`src/rtl/pe_result_serializer_if.sv`:
```
// rtl/pe_result_serializer_if.sv - vector-in / lane-stream-out handshake bundle
interface pe_result_serializer_if #(
    parameter int ARRAY_SIZE = 4,
    parameter int DATA_WIDTH = 8
);
    localparam int IDX_W = (ARRAY_SIZE > 1) ? $clog2(ARRAY_SIZE) : 1;

    logic                                 in_valid;
    logic                                 in_ready;
    logic [ARRAY_SIZE-1:0][DATA_WIDTH-1:0] in_data;
    logic                                 out_valid;
    logic                                 out_ready;
    logic [DATA_WIDTH-1:0]                out_data;
    logic [IDX_W-1:0]                     out_idx;
    logic                                 out_last;

    // master: the surrounding environment (array upstream, consumer downstream)
    modport master (
        output in_valid, in_data, out_ready,
        input  in_ready, out_valid, out_data, out_idx, out_last
    );

    // slave: the serializer itself
    modport slave (
        input  in_valid, in_data, out_ready,
        output in_ready, out_valid, out_data, out_idx, out_last
    );
endinterface

```
`src/rtl/pe_result_serializer.sv`:
```
// rtl/pe_result_serializer.sv - shadows a packed lane vector and streams it lane by lane
module pe_result_serializer #(
    parameter int ARRAY_SIZE = 4,
    parameter int DATA_WIDTH = 8
) (
    input  logic                     clk,
    input  logic                     rst,
    pe_result_serializer_if.slave    bus,
    output logic                     busy
);
    localparam int IDX_W = (ARRAY_SIZE > 1) ? $clog2(ARRAY_SIZE) : 1;
    localparam logic [IDX_W-1:0] LAST_IDX = IDX_W'(ARRAY_SIZE - 1);

    typedef enum logic {
        IDLE = 1'b0,
        SEND = 1'b1
    } state_e;

    state_e                                state_q, state_d;
    logic [IDX_W-1:0]                      cnt_q, cnt_d;
    logic [ARRAY_SIZE-1:0][DATA_WIDTH-1:0] shadow_q, shadow_d;

    always_ff @(posedge clk) begin
        if (rst) begin
            state_q  <= IDLE;
            cnt_q    <= '0;
            shadow_q <= '0;
        end else begin
            state_q  <= state_d;
            cnt_q    <= cnt_d;
            shadow_q <= shadow_d;
        end
    end

    always_comb begin
        state_d  = state_q;
        cnt_d    = cnt_q;
        shadow_d = shadow_q;
        case (state_q)
            IDLE: begin
                if (bus.in_valid) begin
                    state_d  = SEND;
                    cnt_d    = '0;
                    shadow_d = bus.in_data;
                end
            end
            SEND: begin
                if (bus.out_ready) begin
                    if (cnt_q == LAST_IDX) begin
                        state_d = IDLE;
                        cnt_d   = '0;
                    end else begin
                        cnt_d = cnt_q + IDX_W'(1);
                    end
                end
            end
            default: state_d = IDLE;
        endcase
    end

    // Every output is decoded from registered state only; stale shadow data is masked in IDLE.
    assign bus.in_ready  = (state_q == IDLE);
    assign bus.out_valid = (state_q == SEND);
    assign busy          = (state_q == SEND);
    assign bus.out_data  = (state_q == SEND) ? shadow_q[cnt_q] : '0;
    assign bus.out_idx   = cnt_q;
    assign bus.out_last  = (state_q == SEND) && (cnt_q == LAST_IDX);
endmodule

```
`src/flat_wrapper.sv`:
```
// flat-port wrapper written by rule: the top's interface ports become plain ports
module pe_result_serializer_flat 
#(
    parameter int ARRAY_SIZE = 4,
    parameter int DATA_WIDTH = 8
)
  (clk, rst, busy, bus_in_valid, bus_in_data, bus_out_ready, bus_in_ready, bus_out_valid, bus_out_data, bus_out_idx, bus_out_last);
  pe_result_serializer_if #(.ARRAY_SIZE(ARRAY_SIZE), .DATA_WIDTH(DATA_WIDTH)) bus_i ();
  input  logic clk;
  input  logic rst;
  output logic busy;
  input wire logic [$bits(bus_i.in_valid)-1:0] bus_in_valid;
  input wire logic [$bits(bus_i.in_data)-1:0] bus_in_data;
  input wire logic [$bits(bus_i.out_ready)-1:0] bus_out_ready;
  output wire logic [$bits(bus_i.in_ready)-1:0] bus_in_ready;
  output wire logic [$bits(bus_i.out_valid)-1:0] bus_out_valid;
  output wire logic [$bits(bus_i.out_data)-1:0] bus_out_data;
  output wire logic [$bits(bus_i.out_idx)-1:0] bus_out_idx;
  output wire logic [$bits(bus_i.out_last)-1:0] bus_out_last;
  assign bus_i.in_valid = bus_in_valid;
  assign bus_i.in_data = bus_in_data;
  assign bus_i.out_ready = bus_out_ready;
  assign bus_in_ready = bus_i.in_ready;
  assign bus_out_valid = bus_i.out_valid;
  assign bus_out_data = bus_i.out_data;
  assign bus_out_idx = bus_i.out_idx;
  assign bus_out_last = bus_i.out_last;
  pe_result_serializer #(.ARRAY_SIZE(ARRAY_SIZE), .DATA_WIDTH(DATA_WIDTH)) u_core (.clk(clk), .rst(rst), .bus(bus_i), .busy(busy));
endmodule
```
`config.mk`:
```
export PLATFORM = sky130hd
export DESIGN_NAME = pe_result_serializer_flat
export DESIGN_NICKNAME = d
export VERILOG_FILES = /design/src/rtl/pe_result_serializer_if.sv /design/src/rtl/pe_result_serializer.sv /design/src/flat_wrapper.sv
export SDC_FILE = /design/constraint.sdc
export NUM_CORES = 1
export LEC_CHECK = 0
export ABC_CLOCK_PERIOD_IN_PS = 1160
export CAP_MARGIN = 15
export CORE_MARGIN = 5
export CORE_UTILIZATION = 42
export CTS_CLUSTER_DIAMETER = 120
export DETAILED_ROUTE_END_ITERATION = 12
export GPL_TIMING_DRIVEN = 1
export PLACE_DENSITY_LB_ADDON = 0.15
export SLEW_MARGIN = 20
export SYNTH_ARGS = -nofsm -noshare
export SYNTH_HDL_FRONTEND = slang
export SYNTH_SLANG_ARGS = --single-unit
```
`constraint.sdc`:
```
create_clock -name clk -period 1.16 [get_ports clk]
set_input_delay 0.232 -clock clk [delete_from_list [all_inputs] [get_ports clk]]
set_output_delay 0.232 -clock clk [all_outputs]
set_load 0.1 [all_outputs]
```
* After elaboration in Yosys (flattened, before gate mapping) *
Cells that the tools add are included.

storage, ports and cells
  bits in registers = 35
  bits in latches = 0
  memory bits (writable) = 0
  bits in read-only memories = 0
  input port bits = 36
  output and inout bits = 14
  word-level logic and storage cells = 26
  memories kept = 0

operators by class
  add/sub/neg operators = 1
  $mul = 0
  divide/modulo/power cells = 0
  $lt $le $gt $ge = 1
  equal/unequal tests = 3
  shift operators = 0
  mux-type cells = 11
  bitwise operators = 1
  reductions and logical operators = 3

operators with widths
  cell                                                count
  binary-select mux 8 bit (select 2 bit)              1
  two-way mux 8 bit                                   2
  two-way mux 2 bit                                   3
  inequality test 2 bit, second input constant        2
  one-hot mux 2 bit (2 select lines)                  1
  AND reduction 2 bit                                 2
  < comparator 2 x 3 -> 1 bit, second input constant  1
  two-way mux 1 bit                                   3
  adder 2 x 1 -> 2 bit, second input constant         1
  == test 2 bit, second input constant                1
  one-hot mux 1 bit (2 select lines)                  1
  logical AND 1 bit                                   1
  NOT 1 bit                                           1

* Depth between registers and ports, before layout *
  depth after elaboration = 4
  mapped depth = 5
  gate-level depth less buffers = 3

* Worst setup path after synthesis *
No wires, ideal clock.

  kind = reg2out
  start = register u_core.cnt_q[0] (netlist: u_core.bus.out_idx[0])
  end = output port bus_out_data[0]
  data arrival time = 3.015 ns
  required time = 0.928 ns
  setup slack = -2.087 ns
  cell stages (with the launch flop) = 5
  buffers on the path = 2
  cell sequence = dfxtp_1 > buf_4 > buf_6 > mux2i_1 > o22ai_1

on the way
  word-level cells in the longest chain between the ends = 3

RTL lines
  item                                     RTL line                    source
  from (decl)                              pe_result_serializer.sv:20  logic [IDX_W-1:0] cnt_q, cnt_d;
  from (signal assigned)                   pe_result_serializer.sv:30  cnt_q <= cnt_d;
  binary-select mux 8 bit (select 2 bit)   pe_result_serializer.sv:65  assign bus.out_data = (state_q == SEND) ? shadow_q[cnt_q] : '0;
  two-way mux 8 bit (implied by the code)  pe_result_serializer.sv:65
  two-way mux 8 bit                        pe_result_serializer.sv:65
  to (decl)                                flat_wrapper.sv:17          output wire logic [$bits(bus_i.out_data)-1:0] bus_out_data;

No other way between the ends. The select of a mux whose other input is x is not followed.

* Worst setup path after layout *
  start = register u_core.cnt_q[0] (netlist: u_core.bus.out_idx[0])
  end = output port bus_out_data[1]

The elaborated chain is that of the path after synthesis.

==> summary.md <==
| Metric | Value |
|---|---|
| Final hold vios | 0 |
| Largest net degree at the start of global routing | 20 |
| 1st-iter DRT viols | 67 |
| Compound-Gate Fraction of Synth Area | 20.9% |
| Startpoint types | register |
| Max-slew headroom | 78.1% |
| CP Cell Sequence | buf_12 > mux2i_4 > o22ai_4 > buf_12 |
| Clk_skew | about 0.0031 ns |
| Most common cell on crit path | buf_12 |
| Critical path buffer and inverter count | 2 |
| Total power | about 0.0032 W |
| Slowest cell on crit path | dfxtp_4 |
| # fillers | 193 |
| Xor/xnor cell area share of the yosys netlist | 0% |
| CP Max Fanout | 8 |
| Vias | approximately 1600 |
| Min Tclk post-route | approximately 1.7 ns |
| Worst skew pair latency | 0.30 ns |
| Grt ovf | 0 |
| P_leak | between 1 and 1.5 nW |
| Critical path's largest stage delay | between 0.4 and 0.5 ns |
| Port Buffers | 49 |
| GRT Resource Usage Total | 22.6% |
| Mapped Nets | ~220 |
| Vias/cell | approximately 5.3 |
| Sequential fraction of the synthesis area | approximately 42% |
| Max cap viols | 0 |
| Hold Path Depth | 2 |
| Sequential share of power | 42.3% |
| Synth Area per Inst | around 8.9 um2 |
| CTS H-tree lvls | 2 |
| Min-delay src | rst |
| Core Box Area | around 3700 um2 |
| Required @ worst endpoint | 0.93 ns |
| Status | finished with violations |
| Power per Cell Area | slightly above 1000 nW/um2 |
| Failing checks | negative setup slack |
| Maximum VDD drop | 0.000794 V |
| Pre-antenna DRT Iters | 4 |
| Net Sw Power | ~0.0010 W |
| RSZ-0062 raised after global routing | true |
| Initial core utilization | between 40% and 50% |
| Slew of the pin with the lowest slew margin | approximately 0.33 ns |
| Setup violators final | between 40 and 50 |
| Synthesized instance count | approximately 190 |
| Post-route ant nets | 0 |
| Yosys reg bits | 35 |
| YS warnings | 0 |
| R2R Path Start | u_core.bus.out_valid |
| Die H | around 73 um |
| Multi-input logic area | 1310 um2 |
| CTS tree | done |
| First-pass GRT wire length | slightly above 9 mm |
| Final WS setup | -0.509 ns |
| Initial antenna violation count | 0 |
| DRC viols | 0 |
| Maximum clock path buffer count | 2 |
| Reg2reg end | u_core.shadow_q[23] |
| Critical path class | reg -> out |
| Sink of the worst hold path | u_core.shadow_q[17] |
| Area Growth Syn to Fin | 89.6% |
| Reg area | ~710 um2 |
| Die area | 5290 um2 |
| Synth Area in Adders | 0.756% |
| WP data arrival | 1.44 ns |
| R2R setup slack | -0.19 ns |
| Final nets | around 290 |
| Internal power | 0.00217 W |
| CTS buffer count | 5 |
| Worst path top cell family by delay | flip-flops |
| DP Area | about 2700 um2 |
| Clock power frac | 27.7% |
| Crit path capture type | primary output |
| Simple-Gate Fraction of Synth Area | between 10% and 20% |
| Largest family of logic cells by synthesized area | compound AO/OA/AOI/OAI gates |
| Post-route cell area | 3140 um2 |
| Worst Reg-to-Reg Cells | 6 |
| Fmax | about 600 MHz |
| Post-synthesis cell type count | 20 |
| Clock Pin Slew Worst Setup and Hold Paths | ~0.07 ns |
| Root Buffer | clkbuf_8 |
| Synth Cell Area | about 1700 um2 |
| DP Wirelength | between 3 and 4 mm |
| Vias in the first global route | about 1700 |
| Drt total wl | between 5 and 6 mm |
| WL per Instance | 18.0 um |
| Row cnt | 22 |
| GPL Wtd Cong | around 0.80 |
| Sw Share | 32.3% |
| Fin. max-slew vios | 0 |
| # IOs | 50 |
| Gate power share | a little under a third |
| Number of cells on the critical path | 4 |
| Worst min path class | in -> reg |
| Final period util | 144% |
| Clk sinks | 35 |
| Share of cells above drive strength 1 | between 60% and 70% |
| Mux cell area share after synthesis | a little over 10% |
| Die width | about 73 um |
| # diodes | 0 |
| Pre-CTS setup slack | -0.279 ns |
worst register-to-register path, cell delays in order (launching register included):
cell	delay [ns]
dfxtp_4	0.37
buf_4	0.16
and2b_4	0.31
buf_12	0.13
buf_16	0.13
nand2_2	0.06
a21oi_2	0.12
metrics by stage:
step	setup TNS, ns	hold WS, ns	util [%]	std cells
floorplan	-8.01	0.336	-	186
global placement	-8.33	0.442	72.7	283
detailed placement	-9.76	0.453	72.7	283
CTS	-9.06	0.163	83.9	299
global route	-10.43	0.168	83.8	298
finish	-8.97	0.150	83.8	298
placed cells by master (no fill, tap or decap):
master	synthesis	final
inv_2	0	1
a311oi_1	1	1
o22ai_4	0	8
a21oi_1	3	1
nor2_1	2	2
and2b_4	0	1
dfxtp_4	0	3
clkinv_2	0	1
mux2i_1	17	1
nand2_2	0	60
buf_16	0	3
nand2b_1	1	1
and2_4	0	1
ha_1	1	1
clkbuf_8	0	5
buf_2	4	1
nand3b_1	1	1
buf_12	0	22
a32oi_1	1	1
clkbuf_1	1	2
nand2_4	0	1
nand2b_4	1	1
mux2i_4	0	16
buf_4	6	8
nand2_1	66	5
dfxtp_1	35	32
clkdlybuf4s50_1	0	34
buf_6	5	4
a21oi_2	30	32
per-layer routing:
metal  vias up  GRT usage (%)  part of all wire [%]
li1        754              -                     -
met1       759           28.1                    41
met2        45           38.0                    52
met3         9           5.37                   5.0
met4         0           8.40                   1.7
met5         -              0                     0
sequential cells by signal (all words and copies together), names as in the netlist:
name and cells:
u_core.bus.out_idx 2, u_core.bus.out_valid 1, u_core.shadow_q 32
how the worst max path moves through the flow:
stage / start / to / slack [ns]
floorplan: u_core.bus.out_valid / bus_out_data[0] / -0.60
global placement: bus_in_valid / u_core.shadow_q[13] / -0.21
detailed placement: bus_in_valid / u_core.shadow_q[31] / -0.28
CTS: u_core.bus.out_idx[0] / bus_out_data[2] / -0.50
global route: u_core.bus.out_idx[0] / bus_out_data[1] / -0.54
finish: u_core.bus.out_idx[0] / bus_out_data[1] / -0.51
logic make-up after synthesis:
group           count (synthesis)
compound gates                 43
simple gates                   73
buf+inv                        17
fa+ha+maj                       1
mux                            17
flops                          35
layout make-up:
type	count	share of cell area, %
repair buffers	72	31.0
flip-flops and latches	35	22.7
clock inverters	1	0.160
clock buffers	7	2.43
inverters	1	0.120
multi-input cells	134	41.6
well taps	48	1.92
power groups by stage:
| stage | Sequential (W) | Combinational, W | Clock (W) |
|---|---|---|---|
| after floorplan | 0.00137 | 0.000512 | 0 |
| after global placement | 0.00135 | 0.000796 | 0 |
| after detailed placement | 0.00135 | 0.000816 | 0 |
| after CTS | 0.00135 | 0.000961 | 0.000871 |
| after global routing | 0.00136 | 0.00101 | 0.000950 |
| final | 0.00136 | 0.000961 | 0.000889 |
synth_stat cells, drive strengths merged:
library cell | n | area, um2
a311oi | 1 | 8.76
inv | 1 | 3.75
dfxtp | 35 | 701
a21oi | 33 | 278
nor2 | 2 | 7.51
ha | 1 | 12.5
clkbuf | 1 | 3.75
a32oi | 1 | 8.76
nand3b | 1 | 7.51
and2 | 1 | 6.26
and2b | 1 | 7.51
nand2 | 66 | 248
o22ai | 8 | 50.1
buf | 15 | 121
mux2i | 17 | 170
nand2b | 2 | 20.0
repair_timing:
item                       4_1_cts  5_1_grt
resized for setup               35       10
cloned                           4        0
setup endpoints to repair       47       47
buffers inserted                 4        2
hold buffers                     0        0
pin swaps                        9        3
Note: power is estimated with default switching activity, not from simulation.
